[config.mk]
export PLATFORM = sky130hd
export DESIGN_NAME = hyper_pipeline_elastic
export DESIGN_NICKNAME = d
export VERILOG_FILES = /design/src/rtl/hyper_pipeline_elastic_pkg.sv /design/src/rtl/hyper_pipeline_elastic_slice.sv /design/src/rtl/hyper_pipeline_elastic.sv
export SDC_FILE = /design/constraint.sdc
export NUM_CORES = 1
export LEC_CHECK = 0
export CORE_ASPECT_RATIO = 0.9
export CORE_MARGIN = 2
export CORE_UTILIZATION = 55
export CTS_CLUSTER_SIZE = 25
export DETAILED_ROUTE_END_ITERATION = 6
export PLACE_DENSITY = 0.81
export SYNTH_ARGS = -nofsm -noshare
export SYNTH_HDL_FRONTEND = slang
export SYNTH_HIERARCHICAL = 1
export SYNTH_SLANG_ARGS = --single-unit
[constraint.sdc]
create_clock -name ap_clk -period 13.2 [get_ports ap_clk]
set_input_delay 1.98 -clock ap_clk [delete_from_list [all_inputs] [get_ports ap_clk]]
set_output_delay 1.98 -clock ap_clk [all_outputs]
set_load 0.01 [all_outputs]
[src/rtl/hyper_pipeline_elastic_pkg.sv]
// Shared types and helpers for the elastic (skid-buffered) register pipeline.
// Imported by the slice and the top level.
package hyper_pipeline_elastic_pkg;

    // Handshake events seen by the occupancy counter in one cycle.
    typedef struct packed {
        logic push;
        logic pop;
    } occ_evt_t;

    // Occupancy spans 0..2*stages; keep at least one bit for the bypass build.
    function automatic int unsigned occ_width(input int unsigned stages);
        return (stages == 0) ? 1 : $clog2(2 * stages + 1);
    endfunction

endpackage

[src/rtl/hyper_pipeline_elastic_slice.sv]
// One two-entry skid buffer: main register drives the output, skid absorbs one
// beat while downstream stalls, so input ready comes straight from a flop.
module hyper_pipeline_elastic_slice #(
    parameter int unsigned WIDTH      = 32,
    parameter bit          RESET_DATA = 1'b0
) (
    input  logic             ap_clk,
    input  logic             areset,
    input  logic             flush,
    input  logic             in_valid_i,
    output logic             in_ready_o,
    input  logic [WIDTH-1:0] in_data_i,
    output logic             out_valid_o,
    input  logic             out_ready_i,
    output logic [WIDTH-1:0] out_data_o
);

    logic             valid_m_q, valid_m_d;
    logic             valid_s_q, valid_s_d;
    logic [WIDTH-1:0] data_m_q, data_m_d;
    logic [WIDTH-1:0] data_s_q, data_s_d;
    logic             in_acc, out_acc;

    assign in_ready_o  = !valid_s_q;
    assign in_acc      = in_valid_i && !valid_s_q;
    assign out_acc     = valid_m_q && out_ready_i;
    assign out_valid_o = valid_m_q;
    assign out_data_o  = data_m_q;

    always_comb begin
        valid_m_d = valid_m_q;
        valid_s_d = valid_s_q;
        data_m_d  = data_m_q;
        data_s_d  = data_s_q;
        if (out_acc) begin
            valid_m_d = valid_s_q;
            data_m_d  = data_s_q;
            valid_s_d = 1'b0;
        end
        // in_acc implies the skid is empty, so it never collides with the refill above.
        if (in_acc) begin
            if (!valid_m_q || out_acc) begin
                valid_m_d = 1'b1;
                data_m_d  = in_data_i;
            end else begin
                valid_s_d = 1'b1;
                data_s_d  = in_data_i;
            end
        end
        if (flush) begin
            valid_m_d = 1'b0;
            valid_s_d = 1'b0;
        end
    end

    always_ff @(posedge ap_clk) begin
        if (areset) begin
            valid_m_q <= 1'b0;
            valid_s_q <= 1'b0;
        end else begin
            valid_m_q <= valid_m_d;
            valid_s_q <= valid_s_d;
        end
    end

    always_ff @(posedge ap_clk) begin
        if (RESET_DATA && areset) begin
            data_m_q <= '0;
            data_s_q <= '0;
        end else begin
            data_m_q <= data_m_d;
            data_s_q <= data_s_d;
        end
    end

endmodule

[src/rtl/hyper_pipeline_elastic.sv]
// Chain of STAGES skid-buffer slices with flush and an occupancy counter;
// STAGES=0 degenerates to a combinational pass-through.
module hyper_pipeline_elastic
    import hyper_pipeline_elastic_pkg::*;
#(
    parameter int unsigned  STAGES     = 2,
    parameter int unsigned  WIDTH      = 32,
    parameter bit           RESET_DATA = 1'b0,
    localparam int unsigned CNT_W      = occ_width(STAGES)
) (
    input  logic             ap_clk,
    input  logic             areset,
    input  logic             flush,
    input  logic             s_valid,
    output logic             s_ready,
    input  logic [WIDTH-1:0] s_data,
    output logic             m_valid,
    input  logic             m_ready,
    output logic [WIDTH-1:0] m_data,
    output logic [CNT_W-1:0] occupancy,
    output logic             empty
);

    if (STAGES == 0) begin : g_bypass
        assign m_valid   = s_valid;
        assign m_data    = s_data;
        assign s_ready   = m_ready && !areset;
        assign occupancy = '0;
        assign empty     = 1'b1;
    end else begin : g_pipe
        logic [STAGES:0]  chain_valid;
        logic [STAGES:0]  chain_ready;
        logic [WIDTH-1:0] chain_data [STAGES+1];
        occ_evt_t         evt;
        logic [CNT_W-1:0] occ_q, occ_d;

        assign s_ready             = chain_ready[0] && !flush && !areset;
        assign chain_valid[0]      = s_valid && s_ready;
        assign chain_data[0]       = s_data;
        assign chain_ready[STAGES] = m_ready;

        for (genvar k = 0; k < STAGES; k++) begin : g_slice
            hyper_pipeline_elastic_slice #(
                .WIDTH      (WIDTH),
                .RESET_DATA (RESET_DATA)
            ) u_slice (
                .ap_clk      (ap_clk),
                .areset      (areset),
                .flush       (flush),
                .in_valid_i  (chain_valid[k]),
                .in_ready_o  (chain_ready[k]),
                .in_data_i   (chain_data[k]),
                .out_valid_o (chain_valid[k+1]),
                .out_ready_i (chain_ready[k+1]),
                .out_data_o  (chain_data[k+1])
            );
        end

        // The last slice clears one edge into reset; mask it so reset looks immediate.
        assign m_valid = chain_valid[STAGES] && !areset;
        assign m_data  = (RESET_DATA && areset) ? '0 : chain_data[STAGES];

        always_comb begin
            evt.push = s_valid && s_ready;
            evt.pop  = m_valid && m_ready;
            occ_d    = occ_q;
            if (flush) begin
                occ_d = '0;
            end else if (evt.push && !evt.pop) begin
                occ_d = occ_q + CNT_W'(1);
            end else if (!evt.push && evt.pop) begin
                occ_d = occ_q - CNT_W'(1);
            end
        end

        always_ff @(posedge ap_clk) begin
            if (areset) begin
                occ_q <= '0;
            end else begin
                occ_q <= occ_d;
            end
        end

        assign occupancy = occ_q;
        assign empty     = (occ_q == '0);

        a_occ_bound: assert property (@(posedge ap_clk) disable iff (areset)
            32'(occ_q) <= 32'(2 * STAGES));
    end

endmodule

# ---- After elaboration in Yosys (flattened, before gate mapping)
# Index checks and enable logic that the tools add are counted.
dict set report word_totals {
  register_bits 135
  latchBits 0
  ram_bits 0
  romBits 0
  input_bits 37
  wordCells 58
  n_memories 0
}
dict set report classes {
  addsub 2
  n_mul 0
  div 0
  n_lt_le_gt_ge 0
  n_eq_ne 0
  n_shift 0
  mux 20
  bitwise 2
  reduce_logical 25
}
# cell count
set ops {}
lappend ops {{$mux W32} 6}
lappend ops {{$mux W1} 12}
lappend ops {{$logic_and A1 B1 Y1} 10}
lappend ops {{$logic_not A1 Y1} 8}
lappend ops {{$mux W3} 2}
lappend ops {{$reduce_and A2 Y1} 2}
lappend ops {{$add A3 B1 Y3 const B} 1}
lappend ops {{$logic_not A3 Y1} 1}
lappend ops {{$sub A3 B1 Y3 const B} 1}
lappend ops {{$logic_or A1 B1 Y1} 2}
lappend ops {{$not A1 Y1} 2}
lappend ops {{$reduce_bool A2 Y1} 1}
lappend ops {{$reduce_or A2 Y1} 1}

# ---- Longest topological paths before layout
dict set report logic_depth {
  ltp_word 8
  depth_mapped 8
  depth_no_buf 8
}

# ---- Hierarchy
# The synthesis kept the hierarchy.
# mod n_inst cells_each area_each_um2 seq_area_each_um2
set by_module_without_submodules {}
lappend by_module_without_submodules {hyper_pipeline_elastic_slice 2 147 2479.9 1641.6}
lappend by_module_without_submodules {hyper_pipeline_elastic 1 20 183.9 60.1}

# ---- Worst setup path after synthesis
# Ideal clock, no wire load.
dict set report synth_path {
  path_kind {input to register}
  start {in areset}
  end {reg g_pipe.g_slice[0].u_slice.data_s_q[0] (enable)}
  setup_ns 0.505
  t_arrival_ns 5.457
  required_time_ns 12.695
  slack_ns 7.237
  cell_stages 3
  n_path_buf 0
  path_cell_list {nor2_1 and3_1 nor4bb_1}
}
dict set report synth_between {
  elab_chain_cells 5
}
# item line_no
set synth_lines {}
lappend synth_lines {{start, declared} hyper_pipeline_elastic.sv:12} ;# input logic areset,
lappend synth_lines {{$logic_not A1 Y1} hyper_pipeline_elastic.sv:37} ;# assign s_ready = chain_ready[0] && !flush && !areset;
lappend synth_lines {{$logic_and A1 B1 Y1} hyper_pipeline_elastic.sv:37}
lappend synth_lines {{$logic_and A1 B1 Y1} hyper_pipeline_elastic.sv:38} ;# assign chain_valid[0] = s_valid && s_ready;
lappend synth_lines {{net g_pipe.chain_valid[0]} hyper_pipeline_elastic.sv:31} ;# logic [STAGES:0] chain_valid;
lappend synth_lines {{$logic_and A1 B1 Y1} hyper_pipeline_elastic_slice.sv:25} ;# assign in_acc = in_valid_i && !valid_s_q;
lappend synth_lines {{$reduce_and A2 Y1 (no line)} n/a}
lappend synth_lines {{end signal, assigned} hyper_pipeline_elastic_slice.sv:72} ;# data_s_q <= data_s_d;
lappend synth_lines {{end, declared} hyper_pipeline_elastic_slice.sv:21} ;# logic [WIDTH-1:0] data_s_q, data_s_d;
# The timed path passes the listed nets, and every way through them passes these cells.
# A chain may end at the register's enable or synchronous reset.

# ---- Worst setup path in the final report
dict set report layout_path {
  start {in areset}
  end {out s_ready}
}
dict set report layout_between {
  elab_chain_cells 2
}
# item line_no
set layout_lines {}
lappend layout_lines {{$logic_not A1 Y1} hyper_pipeline_elastic.sv:37}
lappend layout_lines {{$logic_and A1 B1 Y1} hyper_pipeline_elastic.sv:37}
lappend layout_lines {{end, declared} hyper_pipeline_elastic.sv:15} ;# output logic s_ready,
# Every way passes these cells.

==> results.toml <==
[synth]
synth.area.top_cells = "sky130_fd_sc_hd__edfxtp_1 (37%), sky130_fd_sc_hd__dfxtp_1 (28%), sky130_fd_sc_hd__mux2_2 (15%)"
synth_cell_type_count = 25
yosysWarnings = 6
number_of_cells_produced_by_synthesis = 314
postSynthAreaPerCell_um2 = 16.4
synth_top_area_cell = "sky130_fd_sc_hd__edfxtp_1"
synth.ff_latch_count = 135
syn-cell-area_um2 = 5140
yosysSeqAreaShare_pct = 65.0
fraction_of_synthesized_cell_area_taken_by_the_top_area_cell_type_pct = 37.4
syn_nets = 353

[worst_setup_path]
crit_fanout = 8
setup.worst_path.end_class = "primary output"
critical-path-max-stage-delay_ns = 0.55
critical_path_buf_inv_count = 2
critical_path.top_delay_family = "buffers and inverters"
cell_type_of_the_slowest_stage_on_the_worst_timing_path = "sky130_fd_sc_hd__clkdlybuf4s50_1"
timing.critical_path.mode_cell = "sky130_fd_sc_hd__clkdlybuf4s50_1"
critical_path.cell_chain = "clkdlybuf4s50_1, nor2_1, and2_1, clkdlybuf4s50_1"
worst-setup-path-type = "in2out"
worst-endpoint-required_ns = 11.22
timing.critical_path.arrival_ns = 3.44
critical_path.startpoint_type = "input pin"

[cts]
cts_inserted_buffers = 17
tritoncts = "yes"
post_cts_resize_count = 0
clock_sinks = 135
cts.path.max_buffers = 2
clkTransAtPathRegs_ns = 0.06
post-cts-setup-buffer-count = 0
cts_hold_buffers = 0
clk_latency_ns = 0.50
cts_max_level = 4
clock-root-buffer = "sky130_fd_sc_hd__clkbuf_8"

[layout]
drive_gt1_share_pct = 26.1
post_layout_nonfiller_instances = 532
synthToLayoutAreaGrowth_pct = 28.7
antennaDiodeCount = 0
finish.net_count = 436

[sta]
max_freq_ghz = 0.184
timing.final.setup_violations = 0
period_needed_ns = 5.42
timing.final.hold_violations = 0
fin_crit_sh_pct = 41.1
clock_skew_ns = 0.00788
setup_tns_ns = 0
worst_slew_margin_rel_pct = 22.9
max_slew.worst_pin.slew_ns = 1.15
fin_ws_ns = 7.78
setup_repair_after_global_routing_missed_its_margin = "false"
final_max_slew_viol_count = 0

[place]
pre_cts_slack_ns = 7.79
last_weighted_congestion_value_of_the_routability_driven_placer = 0.741
dp.final_hpwl_um = 5160
port-buffer-count = 74
dp.cells = 500

[routing]
met2WireLength_um = 4640
detail_route.wl_per_cell_um = 16.5
drt_first_iter_violations = 47
wl_um = 8790
drc = 0
detailroute.wirelength.met3_um = 360
detailedRoute.firstPassIterationCount = 5
route.detailed.vias_per_inst = 5.16
maxUsedRoutingLayer = "met4"
wl_on_met1_um = 3700
detailroute.via_count = 2744
antenna_left = 0

[die]
std_cell_rows = 33
core_area_um2 = 9080
die_y_um = 95.7
die_area_um2 = 10100
die_w_um = 106
start_util_pct = 56.6
io-pin-count = 75

[hold_path]
holdCritPathClass = "reg2reg"

[grt]
grt_max_degree = 34
overflow = 0
grt_antenna_before_repair = 0
globalRouteTotalUtil_pct = 18.3
grt_pass1_wl_um = 14000
number_of_global_route_vias_before_repair = 2857

[power]
vdd_drop_max_mv = 0.119
power.static_leakage_nw = 2.44
powerDensity_nw_per_um2 = 185

[flow_run]
max_cap_viol_count = 0

[outcome]
result_of_the_run = "finished, final reports clean"
worst reg2reg max path: cells and delay by family (launching register included):
| kind | cells | cell delay (ns) |
|---|---|---|
| buffers and inverters | 1 | 0.44 |
| DFF | 1 | 0.39 |
| and+or+nand+nor | 1 | 1.03 |
cell usage after synthesis:
library cell and count:
sky130_fd_sc_hd__inv_1 5, sky130_fd_sc_hd__mux2_2 68, sky130_fd_sc_hd__nand2b_1 2, sky130_fd_sc_hd__nor3_1 7
sky130_fd_sc_hd__nor2_1 1, sky130_fd_sc_hd__nand2_1 1, sky130_fd_sc_hd__and2_1 1, sky130_fd_sc_hd__nor4bb_1 2
sky130_fd_sc_hd__a21oi_1 4, sky130_fd_sc_hd__mux2_1 60, sky130_fd_sc_hd__a21boi_1 1, sky130_fd_sc_hd__fa_1 1
sky130_fd_sc_hd__buf_6 6, sky130_fd_sc_hd__xor2_1 2, sky130_fd_sc_hd__o21ai_0 1, sky130_fd_sc_hd__nor2b_1 3
sky130_fd_sc_hd__o21ai_1 2, sky130_fd_sc_hd__and3_1 1, sky130_fd_sc_hd__dfxtp_1 71, sky130_fd_sc_hd__edfxtp_1 64
sky130_fd_sc_hd__nand2_2 2, sky130_fd_sc_hd__buf_4 6, sky130_fd_sc_hd__or3_1 1, sky130_fd_sc_hd__ha_1 1
sky130_fd_sc_hd__mux2i_1 1
metal layers:
metal / vias up / track usage, %
met2: 58 / 33.5
met5: - / 0
li1: 1333 / -
met1: 1346 / 20.5
met3: 7 / 4.67
met4: 0 / 7.46
state kept, by name (all words and copies together), names as in the netlist:
register	cells
g_pipe.g_slice.u_slice/data_s_q	64
g_pipe.g_slice.u_slice/out_data_o	64
occupancy	3
g_pipe.g_slice.u_slice/out_valid_o	2
g_pipe.g_slice.u_slice/valid_s_q	2
cell usage in the layout (no fill, tap or decap):
cell type / Yosys / final
sky130_fd_sc_hd__clkdlybuf4s50_1: 0 / 74
sky130_fd_sc_hd__dfxtp_1: 71 / 71
sky130_fd_sc_hd__mux2_2: 68 / 68
sky130_fd_sc_hd__edfxtp_1: 64 / 64
sky130_fd_sc_hd__mux2_1: 60 / 60
sky130_fd_sc_hd__clkbuf_16: 0 / 16
sky130_fd_sc_hd__nor3_1: 7 / 7
sky130_fd_sc_hd__inv_1: 5 / 5
sky130_fd_sc_hd__bufinv_16: 0 / 4
sky130_fd_sc_hd__clkinv_4: 0 / 4
sky130_fd_sc_hd__a21oi_1: 4 / 4
sky130_fd_sc_hd__nor2b_1: 3 / 3
sky130_fd_sc_hd__inv_6: 0 / 3
sky130_fd_sc_hd__xor2_1: 2 / 2
sky130_fd_sc_hd__clkbuf_8: 0 / 2
sky130_fd_sc_hd__nand2_2: 2 / 2
sky130_fd_sc_hd__o21ai_4: 0 / 2
sky130_fd_sc_hd__nor4bb_4: 0 / 2
sky130_fd_sc_hd__nand2b_1: 2 / 2
sky130_fd_sc_hd__buf_4: 6 / 2
sky130_fd_sc_hd__nor2_1: 1 / 1
sky130_fd_sc_hd__and3_1: 1 / 1
sky130_fd_sc_hd__and2_1: 1 / 1
sky130_fd_sc_hd__nand2_1: 1 / 1
sky130_fd_sc_hd__o21ai_0: 1 / 1
sky130_fd_sc_hd__or3_1: 1 / 1
sky130_fd_sc_hd__a21boi_1: 1 / 1
sky130_fd_sc_hd__mux2i_1: 1 / 1
sky130_fd_sc_hd__fa_1: 1 / 1
sky130_fd_sc_hd__ha_1: 1 / 1
sky130_fd_sc_hd__clkbuf_1: 0 / 1
sky130_fd_sc_hd__clkinv_2: 0 / 1
sky130_fd_sc_hd__clkinvlp_4: 0 / 1
metrics by stage:
stage	hold WS (ns)	power [mW]	util (%)	area (um2)
after floorplan	0.417	0.639	-	5140
after global placement	0.428	0.732	66.0	5990
after detailed placement	0.436	0.743	66.0	5990
after CTS	0.450	1.23	72.9	6620
after global routing	0.464	1.27	72.9	6620
final	0.451	1.22	72.9	6620
where the power goes:
group / internal (mW) / switching, mW / total, mW / leakage, nW
logic: 0.136 / 0.0642 / 0.201 / 0.964
clock network: 0.314 / 0.174 / 0.488 / 0.303
registers: 0.501 / 0.0325 / 0.533 / 1.17
total: 0.952 / 0.270 / 1.22 / 2.44
cell type report:
| class | count | area [um2] |
|---|---|---|
| repair buffers | 76 | 756 |
| inverters | 5 | 18.8 |
| multi-input cells | 162 | 1720 |
| clock inverters | 13 | 194 |
| clock buffers | 19 | 432 |
| well taps | 122 | 153 |
| flip-flops and latches | 135 | 3340 |
| fillers | 623 | 2470 |
worst paths after layout:
kind | depth (start not counted) | slack (ns) | endpoint | from
max reg2reg | 2 | 11.01 | g_pipe.g_slice[1].u_slice/data_s_q[24] | g_pipe.g_slice[1].u_slice/out_valid_o
min | 0 | 0.45 | g_pipe.g_slice[1].u_slice/data_s_q[1] | g_pipe.g_slice[0].u_slice/out_data_o[1]
max | 4 | 7.78 | s_ready | areset
min reg2reg | 0 | 0.45 | g_pipe.g_slice[1].u_slice/data_s_q[1] | g_pipe.g_slice[0].u_slice/out_data_o[1]
kinds of logic after synthesis:
kind of cell / share of synthesized area (%)
adder cells (fa/ha/maj): 0.632
XOR/XNOR: 0.341
AO/OA/AOI/OAI: 0.827
buffers and inverters: 2.55
multiplexers: 28.2
flip-flops: 65.0
AND/OR/NAND/NOR: 2.43
No activity file was read; power rests on OpenSTA's default activity.
